===== src/rtl/mul_pkg.sv =====
// Shared constants and state encoding for the sequential radix-2 Booth multiplier.
`timescale 1ns/1ps
package mul_pkg;
    localparam int MUL_W     = 32;
    localparam int MUL_STEPS = 32;
    localparam int CNT_W     = 5;

    typedef enum logic [1:0] {
        S_IDLE = 2'd0,
        S_RUN  = 2'd1,
        S_DONE = 2'd2
    } mul_state_e;
endpackage


===== src/rtl/bk_adder32.sv =====
// 32-bit Brent-Kung parallel-prefix adder with carry-in and carry-out.
`timescale 1ns/1ps
module bk_adder32 (
    input  logic [31:0] a,
    input  logic [31:0] b,
    input  logic        cin,
    output logic [31:0] sum,
    output logic        cout
);
    logic [31:0] prop;
    logic [31:0] gg;
    logic [31:0] pp;

    // gg[i] ends up as the carry out of bit i, with cin folded into bit 0
    always_comb begin
        prop  = a ^ b;
        gg    = a & b;
        pp    = prop;
        gg[0] = gg[0] | (pp[0] & cin);
        for (int l = 0; l < 5; l++) begin
            for (int i = (2 << l) - 1; i < 32; i += (2 << l)) begin
                gg[i] = gg[i] | (pp[i] & gg[i - (1 << l)]);
                pp[i] = pp[i] & pp[i - (1 << l)];
            end
        end
        for (int l = 3; l >= 0; l--) begin
            for (int i = 3 * (1 << l) - 1; i < 32; i += (2 << l)) begin
                gg[i] = gg[i] | (pp[i] & gg[i - (1 << l)]);
                pp[i] = pp[i] & pp[i - (1 << l)];
            end
        end
    end

    assign sum  = prop ^ {gg[30:0], cin};
    assign cout = gg[31];
endmodule


===== src/rtl/seq_booth_mul32.sv =====
// Multi-cycle signed 32x32->64 radix-2 Booth multiplier, one step per clock.
// Optional MUL_ZERO_BYPASS_EN: a zero operand skips the Booth steps (latency 1).
`timescale 1ns/1ps
module seq_booth_mul32
    import mul_pkg::*;
(
    input  logic                       clk,
    input  logic                       rst_n,
    input  logic                       start,
    input  logic signed [MUL_W-1:0]    a,
    input  logic signed [MUL_W-1:0]    b,
    output logic                       busy,
    output logic                       done,
    output logic signed [2*MUL_W-1:0]  product
);
    mul_state_e                 state_q, state_d;
    logic [CNT_W-1:0]           count_q, count_d;
    logic                       busy_q, busy_d;
    logic                       done_q, done_d;
    logic signed [2*MUL_W-1:0]  product_q, product_d;

    logic signed [MUL_W-1:0]    m_q, m_d;
    logic signed [MUL_W:0]      acc_q, acc_d;
    logic [MUL_W-1:0]           q_q, q_d;
    logic                       qm1_q, qm1_d;

    logic                       add_en;
    logic                       sub_en;
    logic [MUL_W:0]             mx;
    logic [MUL_W-1:0]           add_sum;
    logic                       add_cout;
    logic signed [MUL_W:0]      acc_step;

    assign add_en = q_q[0] ^ qm1_q;
    assign sub_en = q_q[0] & ~qm1_q;
    assign mx     = sub_en ? ~{m_q[MUL_W-1], m_q} : {m_q[MUL_W-1], m_q};

    bk_adder32 u_adder (
        .a    (acc_q[MUL_W-1:0]),
        .b    (mx[MUL_W-1:0]),
        .cin  (sub_en),
        .sum  (add_sum),
        .cout (add_cout)
    );

    // Bit 32 is recovered from the adder carry so -2^31 operands cannot overflow
    assign acc_step = add_en ? {acc_q[MUL_W] ^ mx[MUL_W] ^ add_cout, add_sum} : acc_q;

    always_comb begin
        state_d   = state_q;
        count_d   = count_q;
        product_d = product_q;
        m_d       = m_q;
        acc_d     = acc_q;
        q_d       = q_q;
        qm1_d     = qm1_q;
        case (state_q)
            S_IDLE: begin
                if (start) begin
                    m_d     = a;
                    acc_d   = '0;
                    q_d     = b;
                    qm1_d   = 1'b0;
                    count_d = '0;
                    state_d = S_RUN;
`ifdef MUL_ZERO_BYPASS_EN
                    if (a == '0 || b == '0) begin
                        state_d   = S_DONE;
                        product_d = '0;
                    end
`endif
                end
            end
            S_RUN: begin
                acc_d   = {acc_step[MUL_W], acc_step[MUL_W:1]};
                q_d     = {acc_step[0], q_q[MUL_W-1:1]};
                qm1_d   = q_q[0];
                count_d = count_q + 1'b1;
                if (count_q == CNT_W'(MUL_STEPS - 1)) begin
                    state_d   = S_DONE;
                    product_d = {acc_d[MUL_W-1:0], q_d};
                end
            end
            S_DONE:  state_d = S_IDLE;
            default: state_d = S_IDLE;
        endcase
        busy_d = (state_d != S_IDLE);
        done_d = (state_d == S_DONE);
    end

    always_ff @(posedge clk or negedge rst_n) begin
        if (!rst_n) begin
            state_q   <= S_IDLE;
            count_q   <= '0;
            busy_q    <= 1'b0;
            done_q    <= 1'b0;
            product_q <= '0;
        end else begin
            state_q   <= state_d;
            count_q   <= count_d;
            busy_q    <= busy_d;
            done_q    <= done_d;
            product_q <= product_d;
        end
    end

    // Working registers need no reset: they are always loaded on start
    always_ff @(posedge clk) begin
        m_q   <= m_d;
        acc_q <= acc_d;
        q_q   <= q_d;
        qm1_q <= qm1_d;
    end

    assign busy    = busy_q;
    assign done    = done_q;
    assign product = product_q;
endmodule


===== config.mk =====
export PLATFORM = sky130hd
export DESIGN_NAME = seq_booth_mul32
export DESIGN_NICKNAME = d
export VERILOG_FILES = /design/src/rtl/mul_pkg.sv /design/src/rtl/bk_adder32.sv /design/src/rtl/seq_booth_mul32.sv
export SDC_FILE = /design/constraint.sdc
export NUM_CORES = 1
export LEC_CHECK = 0
export CAP_MARGIN = 20
export CORE_MARGIN = 2
export CORE_UTILIZATION = 45
export CTS_CLUSTER_SIZE = 20
export DETAILED_ROUTE_END_ITERATION = 8
export PLACE_DENSITY = 0.69
export SKIP_LAST_GASP = 1
export SLEW_MARGIN = 15
export SYNTH_ARGS = -nofsm -noshare
export SYNTH_HDL_FRONTEND = slang
export SYNTH_HIERARCHICAL = 1
export SYNTH_SLANG_ARGS = --single-unit

===== constraint.sdc =====
create_clock -name clk -period 5.1 [get_ports clk]
set_input_delay 1.275 -clock clk [delete_from_list [all_inputs] [get_ports clk]]
set_output_delay 1.275 -clock clk [all_outputs]
set_load 0.01 [all_outputs]

## Word level (Yosys, flattened, before mapping)

Index checks and enable logic that the tools add are counted.

- Bits in registers: 171
- Latch bits: 0
- RAM bits: 0
- Memory bits (read-only): 0
- Input bits: 67
- Output and inout bits: 66
- Logic and storage cells: 184
- Memories kept: 0

- Add/subtract/negate cells: 1
- $mul: 0
- Divide/modulo/power cells: 0
- Order comparisons: 0
- Equality and inequality tests: 4
- Shift operators: 0
- Muxes and demuxes: 13
- Bitwise logic cells: 151
- Reductions and logical operators: 6

Operators with widths:

| cell | count |
|---|---|
| 33-bit 2-to-1 mux | 3 |
| 1-bit AND | 85 |
| 33-bit case mux with 2 select lines | 1 |
| 32-bit case mux with 2 select lines | 1 |
| 32-bit XOR | 2 |
| 1-bit bitwise OR | 58 |
| 33-bit inverter | 1 |
| 32-bit AND | 1 |
| 32-bit 2-to-1 mux | 1 |
| 5-bit case mux with 2 select lines | 1 |
| 2-bit AND reduction | 3 |
| 5-bit by 1-bit adder with 5-bit output, second input constant | 1 |
| 5-bit equality test, second input constant | 1 |
| 5-bit 2-to-1 mux | 1 |
| 2-bit 2-to-1 mux | 2 |
| 2-bit case mux with 2 select lines | 1 |
| 2-bit nonzero test | 2 |
| 1-bit XOR | 3 |
| 2-bit by 1-bit equality test with 1-bit output, second input constant | 1 |
| 2-bit equality test, second input constant | 1 |
| 2-bit logical NOT | 1 |
| 2-bit inequality test, second input constant | 1 |
| 1-bit case mux with 2 select lines | 1 |
| 1-bit 2-to-1 mux | 1 |
| 1-bit inverter | 1 |

## Logic depth before layout (Yosys ltp)

- Depth after elaboration: 25
- Mapped depth: 17
- Mapped depth without buffers: 16

## Modules after synthesis

Netlist, hierarchy kept.

Modules (own cells, without submodules):

| module | times used | cells an instance | area each (µm²) | sequential area each (µm²) |
|---|---|---|---|---|
| seq_booth_mul32 | 1 | 518 | 6807.8 | 4739.5 |
| bk_adder32 | 1 | 166 | 1423.9 | 0.0 |

## Worst setup path before layout

OpenSTA, ideal clock, no wires.

- Path kind: input to register
- Start point: input start
- End point: register count_q[3]
- Library setup time: 0.125 ns
- Arrival time: 4.059 ns
- Required time: 4.975 ns
- Path slack: 0.916 ns
- Stages: 3
- Path buffers: 0
- Path through: nor3b_1 -> nor2_1 -> mux2_2

- Cells in the longest elaborated chain, start to end: 2

RTL lines:

| element | line | text |
|---|---|---|
| start, declared | seq_booth_mul32.sv:9 | `input logic start,` |
| 2-bit inequality test (no line) | -- |  |
| 2-bit AND reduction (no line) | -- |  |
| end signal, assigned | seq_booth_mul32.sv:100 | `count_q <= count_d;` |
| end, declared | seq_booth_mul32.sv:17 | `logic [CNT_W-1:0] count_q, count_d;` |

No other way between the ends.
A chain may end at the register's enable or synchronous reset.

## Final worst setup path

- Start point: register qm1_q
- End point: register acc_q[22], data pin

- Elaborated cells on any way between the ends: 70
- Those cells by class: mux (3); bitwise (67)

RTL lines:

| element | line | text |
|---|---|---|
| start, declared | seq_booth_mul32.sv:25 | `logic qm1_q, qm1_d;` |
| start signal, assigned | seq_booth_mul32.sv:112 | `qm1_q <= qm1_d;` |
| 1-bit inverter * | seq_booth_mul32.sv:35 | `assign sub_en = q_q[0] & ~qm1_q;` |
| 1-bit AND * | seq_booth_mul32.sv:35 |  |
| named net sub_en | seq_booth_mul32.sv:28 | `logic sub_en;` |
| 33-bit 2-to-1 mux * | seq_booth_mul32.sv:36 | `assign mx = sub_en ? ~{m_q[MUL_W-1], m_q} : {m_q[MUL_W-1], m_q};` |
| named net mx[13] | seq_booth_mul32.sv:29 | `logic [MUL_W:0] mx;` |
| 32-bit XOR | bk_adder32.sv:16 | `prop = a ^ b;` |
| 1-bit AND | bk_adder32.sv:22 | `gg[i] = gg[i] \| (pp[i] & gg[i - (1 << l)]);` |
| 1-bit bitwise OR | bk_adder32.sv:22 |  |
| [... 6 more ...] | -- |  |
| 1-bit AND * | bk_adder32.sv:28 | `gg[i] = gg[i] \| (pp[i] & gg[i - (1 << l)]);` |
| 1-bit bitwise OR * | bk_adder32.sv:28 |  |
| 1-bit AND * | bk_adder32.sv:28 |  |
| 1-bit bitwise OR * | bk_adder32.sv:28 |  |
| 32-bit XOR * | bk_adder32.sv:34 | `assign sum = prop ^ {gg[30:0], cin};` |
| named net add_sum[23] | seq_booth_mul32.sv:30 | `logic [MUL_W-1:0] add_sum;` |
| 33-bit 2-to-1 mux * | seq_booth_mul32.sv:47 | `assign acc_step = add_en ? {acc_q[MUL_W] ^ mx[MUL_W] ^ add_cout, add_sum} : acc_q;` |
| 33-bit case mux with 2 select lines * | seq_booth_mul32.sv:57 | `case (state_q)` |
| end signal, assigned | seq_booth_mul32.sv:110 | `acc_q <= acc_d;` |
| end, declared | seq_booth_mul32.sv:23 | `logic signed [MUL_W:0] acc_q, acc_d;` |

The timed path passes the listed nets; every way through them passes the cells marked *.

==> impl_metrics.py <==
metrics = {
    "grt": {
        "grt-ovfl-total": 0,
        "antenna_found_initial": 0,
        "grt_max_degree": 74,
        "grt_pass1_vias": 5836,
        "grt_util_all_layers_pct": 18.7,
        "grt_pass1_wl_um": 28700,
    },
    "timing": {
        "setup_viol": 0,
        "fmax_mhz": 258,
        "drv_slew": 0,
        "whs_ps": 479,
        "worst_pin_slew_ps": 1030,
        "setup-tns-final_ps": 0,
        "slew_headroom_pct": 31.4,
        "finalCritPeriodShare_pct": 75.9,
        "hold_viol": 0,
        "fin_crit_ps": 3870,
        "timing.final.ws_setup_ps": 1230,
        "rsz0062_at_grt": "no",
        "fin_worst_skew_ps": 13.7,
    },
    "cts": {
        "cts_hold_buf": 0,
        "cts_tree": "done",
        "cts_max_level": 4,
        "cts-root-buf": "clkbuf_16",
        "cts_setup_buffers": 0,
        "clkSinkCount": 170,
        "cts_buffer_depth": 2,
        "cts_buffers": 17,
        "cts.reportedPaths.clkPinSlew_ps": 70,
        "clock_latency_ps": 430,
        "cts.repair.resized": 0,
    },
    "power_and_ir_drop": {
        "p_int_mw": 4.71,
        "p_clk_share_pct": 16.8,
        "seqPwrFrac_pct": 33.1,
        "p_leak_nw": 4.62,
        "peakVddDrop_v": 0.000371,
        "combPwrFrac_pct": 50.0,
        "power_mw": 7.67,
        "swShare_pct": 38.6,
        "power_switching_mw": 2.96,
        "p_per_area_mw_per_mm2": 739,
    },
    "synth": {
        "ys_seq_area_share_pct": 57.6,
        "synth_cell_types": 48,
        "ys_seq_elements": 170,
        "synthCells": 684,
        "yosysWarnings": 6,
        "synth.cell_area_mm2": 0.00823,
        "syn_nets": 801,
        "syn_area_per_cell_um2": 12.0,
    },
    "detailed_routing": {
        "vias": 5413,
        "drc": 0,
        "ant_nets": 0,
        "drtIter0Drc": 302,
        "wl_um": 17300,
        "wl_per_cell_um": 16.4,
        "dr.pass1.iters": 5,
        "viasPerCell": 5.12,
    },
    "floorplanning": {
        "placementRows": 49,
        "floorplan.initialDensity_pct": 45.8,
        "die_h_um": 139,
        "die-area_mm2": 0.0194,
        "num_io_pins": 133,
        "core_mm2": 0.0180,
        "die_x_um": 139,
    },
    "placement": {
        "post-place-ws_ps": 1250,
        "placed_cells": 1024,
        "place_hpwl_um": 12000,
        "placed_area_mm2": 0.00978,
        "portBuffers": 132,
        "gp_congestion": 0.851,
    },
    "final_layout": {
        "nNetsFinal": 932,
        "syn2layout_area_growth_pct": 26.2,
        "fin_area_mm2": 0.0104,
        "drive_gt1_share_pct": 10.5,
        "final-instance-count-excl-fill": 1057,
        "antenna_cells": 0,
        "utilization_pct": 57.8,
    },
    "critical_path": {
        "worstRegToRegCells": 14,
        "crit_path_end_kind": "register",
        "crit_cells": 14,
        "reg2reg_to": "acc_q[22]$_SDFFCE_PN0P_",
        "max_stage_delay_ps": 430,
        "cp.required_ps": 5260,
        "cp_num_buf_inv": 2,
        "cp_top_family": "adder cells",
        "crit_slowest_cell": "ha_2",
        "arrival_ps": 4030,
        "path_class": "register to register",
        "crit_path_cell_trace": "inv_1 > ha_2 > buf_4 > xor2_1 > ha_1 > a21oi_2 > o21ai_1 > a32o_2 > nor3_1 > o21ai_1 > fa_1 > xor2_1 > mux2i_1 > nor2_1",
        "critPathMaxFanout": 21,
        "start_kind": "register",
        "timing.rr.start": "qm1_q$_SDFFCE_PN0P_",
        "r2r_slack_ps": 1230,
    },
    "hold_path": {
        "min_path_type": "register to register",
        "worst_hold_startpoint": "product[55]$_DFFE_PN0P_",
        "hold_path_depth": 2,
        "hold_end": "product[55]$_DFFE_PN0P_",
    },
    "run": {
        "timing.max_cap.violations": 0,
    },
    "run_status": {
        "outcome": "complete, no violations",
    },
}
[cell type report]
type / count / area [um^2]
fill: 1481 / 7580
sequential: 170 / 4740
multi-input combinational: 455 / 3260
timing repair buffer: 141 / 1410
clock buffer: 19 / 443
tap: 229 / 287
clock inverter: 13 / 139
inverter: 30 / 113
[power by group through the flow]
stage          Sequential (mW)  Clock (mW)  Combinational, mW
2_1_floorplan             2.57           0               2.64
3_3_place_gp              2.54           0               3.70
3_5_place_dp              2.57           0               3.86
4_1_cts                   2.55        1.32               3.89
5_1_grt                   2.62        1.37               4.37
6_report                  2.54        1.29               3.84
[worst reg2reg max path, cell delays in order (launching register included)]
cell and delay, ps:
edfxtp_1 370, inv_1 70, ha_2 430, buf_4 410, xor2_1 210, ha_1 300, a21oi_2 170, o21ai_1 100
a32o_2 320, nor3_1 280, o21ai_1 130, fa_1 410, xor2_1 180, mux2i_1 180, nor2_1 60
[cell families after synthesis]
| group | share of synthesized area [%] |
|---|---|
| compound gates | 6.73 |
| simple gates | 10.0 |
| fa+ha+maj | 9.15 |
| buf+inv | 2.98 |
| mux | 8.27 |
| flops | 57.6 |
| xor+xnor | 5.27 |
[worst max-delay path by stage]
stage	from	endpoint	slack (ps)
after floorplan	start	count_q[3]$_DFFE_PN0P_	920
after global placement	qm1_q$_SDFFCE_PN0P_	acc_q[26]$_SDFFCE_PN0P_	1370
after detailed placement	qm1_q$_SDFFCE_PN0P_	acc_q[22]$_SDFFCE_PN0P_	1250
after CTS	qm1_q$_SDFFCE_PN0P_	acc_q[22]$_SDFFCE_PN0P_	1220
after global routing	qm1_q$_SDFFCE_PN0P_	acc_q[22]$_SDFFCE_PN0P_	990
final	qm1_q$_SDFFCE_PN0P_	acc_q[22]$_SDFFCE_PN0P_	1230
[Yosys cell counts, drive strengths merged]
master / count / area share, %
a21o: 4 / 0.38
a211oi: 3 / 0.33
xnor3: 1 / 0.27
ha: 33 / 5.0
nor2b: 1 / 0.076
o211ai: 4 / 0.43
xnor2: 5 / 0.53
clkbuf: 6 / 0.27
nor3b: 2 / 0.18
nor2: 34 / 1.6
a22o: 2 / 0.21
a21oi: 17 / 1.1
a31oi: 2 / 0.15
a21bo: 1 / 0.12
nand4: 4 / 0.30
xor2: 42 / 4.5
and2: 2 / 0.15
nand3b: 1 / 0.091
dfrtp: 73 / 22
nand2b: 3 / 0.23
and3: 3 / 0.29
inv: 30 / 1.4
mux2i: 32 / 3.9
nand3: 2 / 0.12
nor3: 4 / 0.24
a211o: 1 / 0.11
edfxtp: 97 / 35
a32oi: 1 / 0.11
buf: 23 / 1.3
fa: 17 / 4.1
or3: 5 / 0.40
o21a: 3 / 0.27
a32o: 1 / 0.14
mux2: 32 / 4.4
o21ai: 50 / 3.1
nand2: 140 / 6.4
o21bai: 2 / 0.18
a21boi: 1 / 0.14
[registers in the layout (all words and copies together), names as in the netlist]
signal	count
q_q	32
busy	1
qm1_q	1
state_q	2
m_q	32
product	64
count_q	5
done	1
acc_q	32
[routing by layer]
metal  global-route usage (%)  vias up  wire length [um]
met5                        0        -                 0
met4                     6.11        0               252
met3                     3.54       19               604
met2                     32.7      104              9100
met1                     23.4     2675              7360
li1                         -     2615                 -
[placed cells by master, fill, tap and decap left out, types with 4 or more instances in the layout]
master           Yosys  routed
clkbuf_16            0      17
o21ai_0             47      47
mux2i_1             32      32
or3_1                4       4
nand2_1            140     140
a21oi_1             16      16
edfxtp_1            97      97
ha_1                33      32
buf_4                1       9
xnor2_1              5       5
mux2_2              32      32
nor2_1              34      34
xor2_1              42      42
dfrtp_1             73      73
fa_1                17      17
clkdlybuf4s50_1      0     131
nand4_1              4       4
nor3_1               4       4
inv_1               30      29
Note: power is estimated with default switching activity, not from simulation.
